$ cat src/rtl/free_tag_list.sv
`default_nettype none
// ============================================================================
// Module      : free_tag_list
// Description : Circular free list of physical-register tags for the rename
//               stage. Rename pops (allocates) one free tag per cycle from the
//               head; commit pushes (releases) one retired tag per cycle at the
//               tail. Tag storage is a bank of enable-gated per-entry flops.
//
// Ports
//   clk          in   1        rising-edge clock
//   reset        in   1        synchronous, active-low reset
//   alloc_req    in   1        rename requests one tag this cycle
//   alloc_tag    out  TAG_W    tag at head (meaningful when alloc_valid=1)
//   alloc_valid  out  1        list non-empty
//   release_en   in   1        commit returns release_tag this cycle
//   release_tag  in   TAG_W    tag being freed
//   count        out  TAG_W+1  number of free tags held (0..2**TAG_W)
//   empty        out  1        count == 0
//   full         out  1        count == 2**TAG_W
//   err          out  1        sticky protocol-violation flag
//
// Revision    : 1.0  initial release
// ============================================================================
module free_tag_list #(
    parameter int TAG_W    = 6,
    parameter int RESERVED = 32
) (
    input  logic             clk,
    input  logic             reset,
    input  logic             alloc_req,
    output logic [TAG_W-1:0] alloc_tag,
    output logic             alloc_valid,
    input  logic             release_en,
    input  logic [TAG_W-1:0] release_tag,
    output logic [TAG_W:0]   count,
    output logic             empty,
    output logic             full,
    output logic             err
);

    localparam int c_num_tags  = 1 << TAG_W;
    // Tags RESERVED..NUM_TAGS-1 are the ones free out of reset.
    localparam int c_init_free = c_num_tags - RESERVED;

    logic [TAG_W-1:0]  r_entry [c_num_tags];
    logic [TAG_W-1:0]  r_head;
    logic [TAG_W-1:0]  r_tail;
    logic [TAG_W:0]    r_count;
    logic              r_err;

    logic              w_empty;
    logic              w_full;
    logic              w_pop;
    logic              w_push;
    logic [c_num_tags-1:0] w_wr_en;

    assign w_empty = (r_count == '0);
    assign w_full  = (r_count == (TAG_W+1)'(c_num_tags));

    // Both qualifiers use the pre-edge occupancy, so a release at full is
    // dropped even when a pop frees a slot in the same cycle.
    assign w_pop  = alloc_req  & ~w_empty;
    assign w_push = release_en & ~w_full;

    // ------------------------------------------------------------------
    // Tag storage: one enable-gated register per entry, written only at
    // the tail. With count > 0 during a simultaneous pop, tail != head, so
    // a push never overwrites the entry being read.
    // ------------------------------------------------------------------
    generate
        for (genvar i = 0; i < c_num_tags; i++) begin : g_entry
            localparam logic [TAG_W-1:0] c_rst_val =
                (i < c_init_free) ? TAG_W'(RESERVED + i) : '0;

            assign w_wr_en[i] = w_push && (r_tail == TAG_W'(i));

            always_ff @(posedge clk) begin
                if (!reset) begin
                    r_entry[i] <= c_rst_val;
                end else if (w_wr_en[i]) begin
                    r_entry[i] <= release_tag;
                end
            end
        end
    endgenerate

    // ------------------------------------------------------------------
    // Pointers, occupancy and sticky error. Pointers wrap naturally at
    // 2**TAG_W through their width.
    // ------------------------------------------------------------------
    always_ff @(posedge clk) begin
        if (!reset) begin
            r_head  <= '0;
            r_tail  <= TAG_W'(c_init_free);
            r_count <= (TAG_W+1)'(c_init_free);
            r_err   <= 1'b0;
        end else begin
            if (w_pop) begin
                r_head <= r_head + 1'b1;
            end
            if (w_push) begin
                r_tail <= r_tail + 1'b1;
            end
            if (w_push && !w_pop) begin
                r_count <= r_count + 1'b1;
            end else if (w_pop && !w_push) begin
                r_count <= r_count - 1'b1;
            end
            // Allocating from empty or releasing into full is a caller
            // protocol error; it is recorded but never blocks operation.
            if ((alloc_req && w_empty) || (release_en && w_full)) begin
                r_err <= 1'b1;
            end
        end
    end

    // Zero-latency read: the head tag is visible in the cycle it is popped.
    assign alloc_tag   = r_entry[r_head];
    assign alloc_valid = ~w_empty;
    assign count       = r_count;
    assign empty       = w_empty;
    assign full        = w_full;
    assign err         = r_err;

endmodule
`default_nettype wire

$ cat config.mk
export PLATFORM = sky130hd
export DESIGN_NAME = free_tag_list
export DESIGN_NICKNAME = d
export VERILOG_FILES = /design/src/rtl/free_tag_list.sv
export SDC_FILE = /design/constraint.sdc
export NUM_CORES = 1
export LEC_CHECK = 0
export CAP_MARGIN = 20
export CORE_UTILIZATION = 40
export CTS_CLUSTER_DIAMETER = 200
export DETAILED_ROUTE_END_ITERATION = 7
export PLACE_DENSITY = 0.66
export SYNTH_ARGS = -nofsm -noshare
export SYNTH_HDL_FRONTEND = slang
export SYNTH_SLANG_ARGS = --single-unit
$ cat constraint.sdc
create_clock -name clk -period 7.8 [get_ports clk]
set_clock_uncertainty 0.05 [all_clocks]
set_input_delay 1.95 -clock clk [delete_from_list [all_inputs] [get_ports clk]]
set_output_delay 1.95 -clock clk [all_outputs]
set_load 0.01 [all_outputs]
==> out/metrics.yaml <==
synthAdderAreaFrac_pct: 0.833
hold_start: "err$_SDFFE_PN0P_"
grt_pass1_vias: 11900
drtAntennaViolNets: 0
globalRouteOverflowTotal: 0
cts-buffers-inserted: 43
fillers: 4108
dieArea_sq_um: 48200
dr.pass1.iters: 7
setup_violations: 0
num_antenna_cells: 0
yosysSeqAreaShare_pct: 63.7
ctsHoldBuffers: 0
crit_buf_inv: 2
drtIter0Drc: 1414
port_buffers: 26
post_cts_resize_count: 0
synthCells: 1401
grt_max_degree: 97
synth_mux_area_share_pct: 13.1
synth_top_area_share_pct: 60.9
clk_pin_slew_ns: 0.06
post_cts_buffers: 0
tns_ns: 0
p_int_mw: 4.12
syn_area_sq_um: 18900
finalPower_mw: 5.50
cp_cell_sequence: "buf_4, mux4_2, or3_1, o311ai_0, a21oi_1, or4_1, clkdlybuf4s50_1"
synth_top_family_by_area: "simple AND/OR/NAND/NOR gates"
switching_power_mw: 1.38
ioPinCount: 27
vias: 12100
yosys.cell_count.top_type: "edfxtp_1"
layout-drive-gt1-share_pct: 16.3
cap_violations: 0
wirelength_mm: 48.6
die_h_microns: 220
synthFlopType: "edfxtp_1"
drt-vias-per-instance: 6.06
cts_tree: "built"
crit_family: "buffers and inverters"
crit_required_ns: 5.80
async_reset_ff_share_pct: 0
status: "finished with violations"
drc: 2
synthSimpleGateAreaFrac_pct: 14.2
ys_top_cells_by_count: "edfxtp_1 (384), nor3_1 (278), nand2_1 (128), clkbuf_1 (124), mux4_2 (99)"
syn_area_per_cell_sq_um: 13.5
crit_fanout: 48
worst_pin_slew_ns: 1.13
core_sq_um: 46700
post-route-min-period_ns: 5.93
seqPwrFrac_pct: 46.8
leakage_nw: 6.12
ys_seq_elements: 410
fin_crit_sh_pct: 76.0
cpPeakStageDelay_ns: 0.82
max_freq_ghz: 0.169
crit_path_end_kind: "output pin"
power.density_nw_per_um2: 261
htreeDepth: 2
synthXorXnorAreaFrac_pct: 0.648
violations: "DRC"
synth_top_area_cell: "edfxtp_1"
netlist-cell-type-count: 55
peakVddDrop_uv: 163
min_path_type: "reg -> reg"
p_comb_share_pct: 14.1
switching_share_pct: 25.0
grt_pass1_wl_mm: 73.9
synth_fp_nets: 1423
clock_sinks: 410
rsz0062_at_grt: "no"
grt_use_total_pct: 20.5
die_x_microns: 220
cpMaxStageDelayCell: "dfxtp_4"
routedWlPerCell_microns: 24.4
critical_path_arrival_ns: 3.93
drv_slew: 0
clockPowerShare_pct: 39.1
syn_to_final_growth_pct: 11.3
path_class: "reg -> out"
cts_root_buf: "clkbuf_16"
slew-limit-headroom_pct: 23.6
antenna_found_initial: 0
clock_path_buffers: 3
synth_edf_count: 384
clk_latency_ns: 0.55
r2r_start: "count[0]$_SDFFE_PN0P_"
yosys_warnings: 0
rows: 79
routabilityCongestion: 0.808
fin_nets: 1372
synth_area_leaders: "edfxtp_1 (61%), mux4_2 (12%), nor3_1 (7.4%), dfxtp_1 (2.7%), nand2_1 (2.5%)"
worst_setup_path_start_kind: "flop"
synth-compound-area-share_pct: 3.64
start_util_pct: 40.6
finalHoldViolCount: 0
dpl.hpwl_mm: 29.7
## per-layer routing
| metal | wire, microns | track usage, % | vias up | part of all wire [%] |
|---|---|---|---|---|
| met4 | 1060 | 5.39 | 0 | 2.2 |
| met3 | 4510 | 4.71 | 78 | 9.3 |
| met1 | 19500 | 27.7 | 6173 | 40 |
| met5 | 0 | 0 | - | 0 |
| met2 | 23500 | 33.1 | 543 | 48 |
| li1 | - | - | 5258 | - |
## area by class of cell
cell class              count  area, sq um  share of cell area, %
inverters                  17         63.8                  0.303
repair buffers             61          566                   2.69
flip-flops and latches    410        12100                   57.3
multi-input cells         817         6140                   29.2
clock inverters            25          292                   1.38
well taps                 607          759                   3.61
clock buffers              51         1180                   5.60
## kinds of logic (layout without fill, tap and decap cells)
| logic type | count (synthesis) | in the layout |
|---|---|---|
| simple gates | 550 | 550 |
| flops | 410 | 410 |
| buf+inv | 174 | 154 |
| mux | 123 | 123 |
| compound gates | 118 | 118 |
| xor+xnor | 14 | 14 |
| fa+ha+maj | 12 | 12 |
## worst paths after layout
kind,endpoint,slack (ns),cells after the start
max,alloc_tag[4],1.87,7
min,err$_SDFFE_PN0P_,0.43,1
max reg2reg,r_entry[47][5]$_SDFFCE_PN0P_,4.24,5
min reg2reg,err$_SDFFE_PN0P_,0.43,1
## flip-flops by register name, summed over array words and instances (netlist names), named ones only
signal   count
r_tail       6
r_head       6
r_entry    384
count        7
err          1
## power groups by stage
stage,clock network (mW),logic [mW],registers [mW]
5_1_grt,2.25,0.837,2.59
3_3_place_gp,0,0.731,2.64
4_1_cts,2.16,0.748,2.60
2_1_floorplan,0,0.595,2.56
3_5_place_dp,0,0.743,2.65
6_report,2.15,0.775,2.58
## per-stage QoR
step / instances / hold slack [ns] / util (%) / cell area (sq um) / setup slack, ns
global route: 1988 / 0.456 / 45.1 / 21100 / 1.67
CTS: 1984 / 0.438 / 45.0 / 21000 / 1.63
floorplan: 1401 / 0.425 / - / 18900 / 3.76
global placement: 1908 / 0.398 / 41.8 / 19500 / 2.26
detailed placement: 1908 / 0.422 / 41.8 / 19500 / 2.20
finish: 1988 / 0.433 / 45.1 / 21100 / 1.87
## cells in the final DEF (no fill, tap or decap), types with 4 or more instances in the layout
master | Yosys | layout
mux4_2 | 99 | 99
clkbuf_1 | 124 | 4
edfxtp_1 | 384 | 384
nand4_1 | 7 | 7
or3_1 | 37 | 37
inv_1 | 15 | 11
mux2i_1 | 21 | 21
a31oi_1 | 8 | 8
nor2b_1 | 9 | 9
buf_4 | 11 | 30
xnor2_1 | 12 | 12
a21oi_1 | 5 | 5
clkbuf_16 | 0 | 46
nand3_1 | 10 | 9
ha_1 | 11 | 11
nor3_1 | 278 | 278
bufinv_16 | 0 | 6
nand3b_1 | 5 | 5
and2_1 | 14 | 14
clkinv_2 | 0 | 9
nor2_1 | 41 | 41
nand2_1 | 128 | 127
o21ai_0 | 71 | 71
inv_2 | 2 | 6
or2_2 | 4 | 4
clkdlybuf4s50_1 | 0 | 25
o22ai_1 | 11 | 11
dfxtp_1 | 26 | 23
nand2b_1 | 7 | 7
Note: power is estimated with default switching activity, not from simulation.
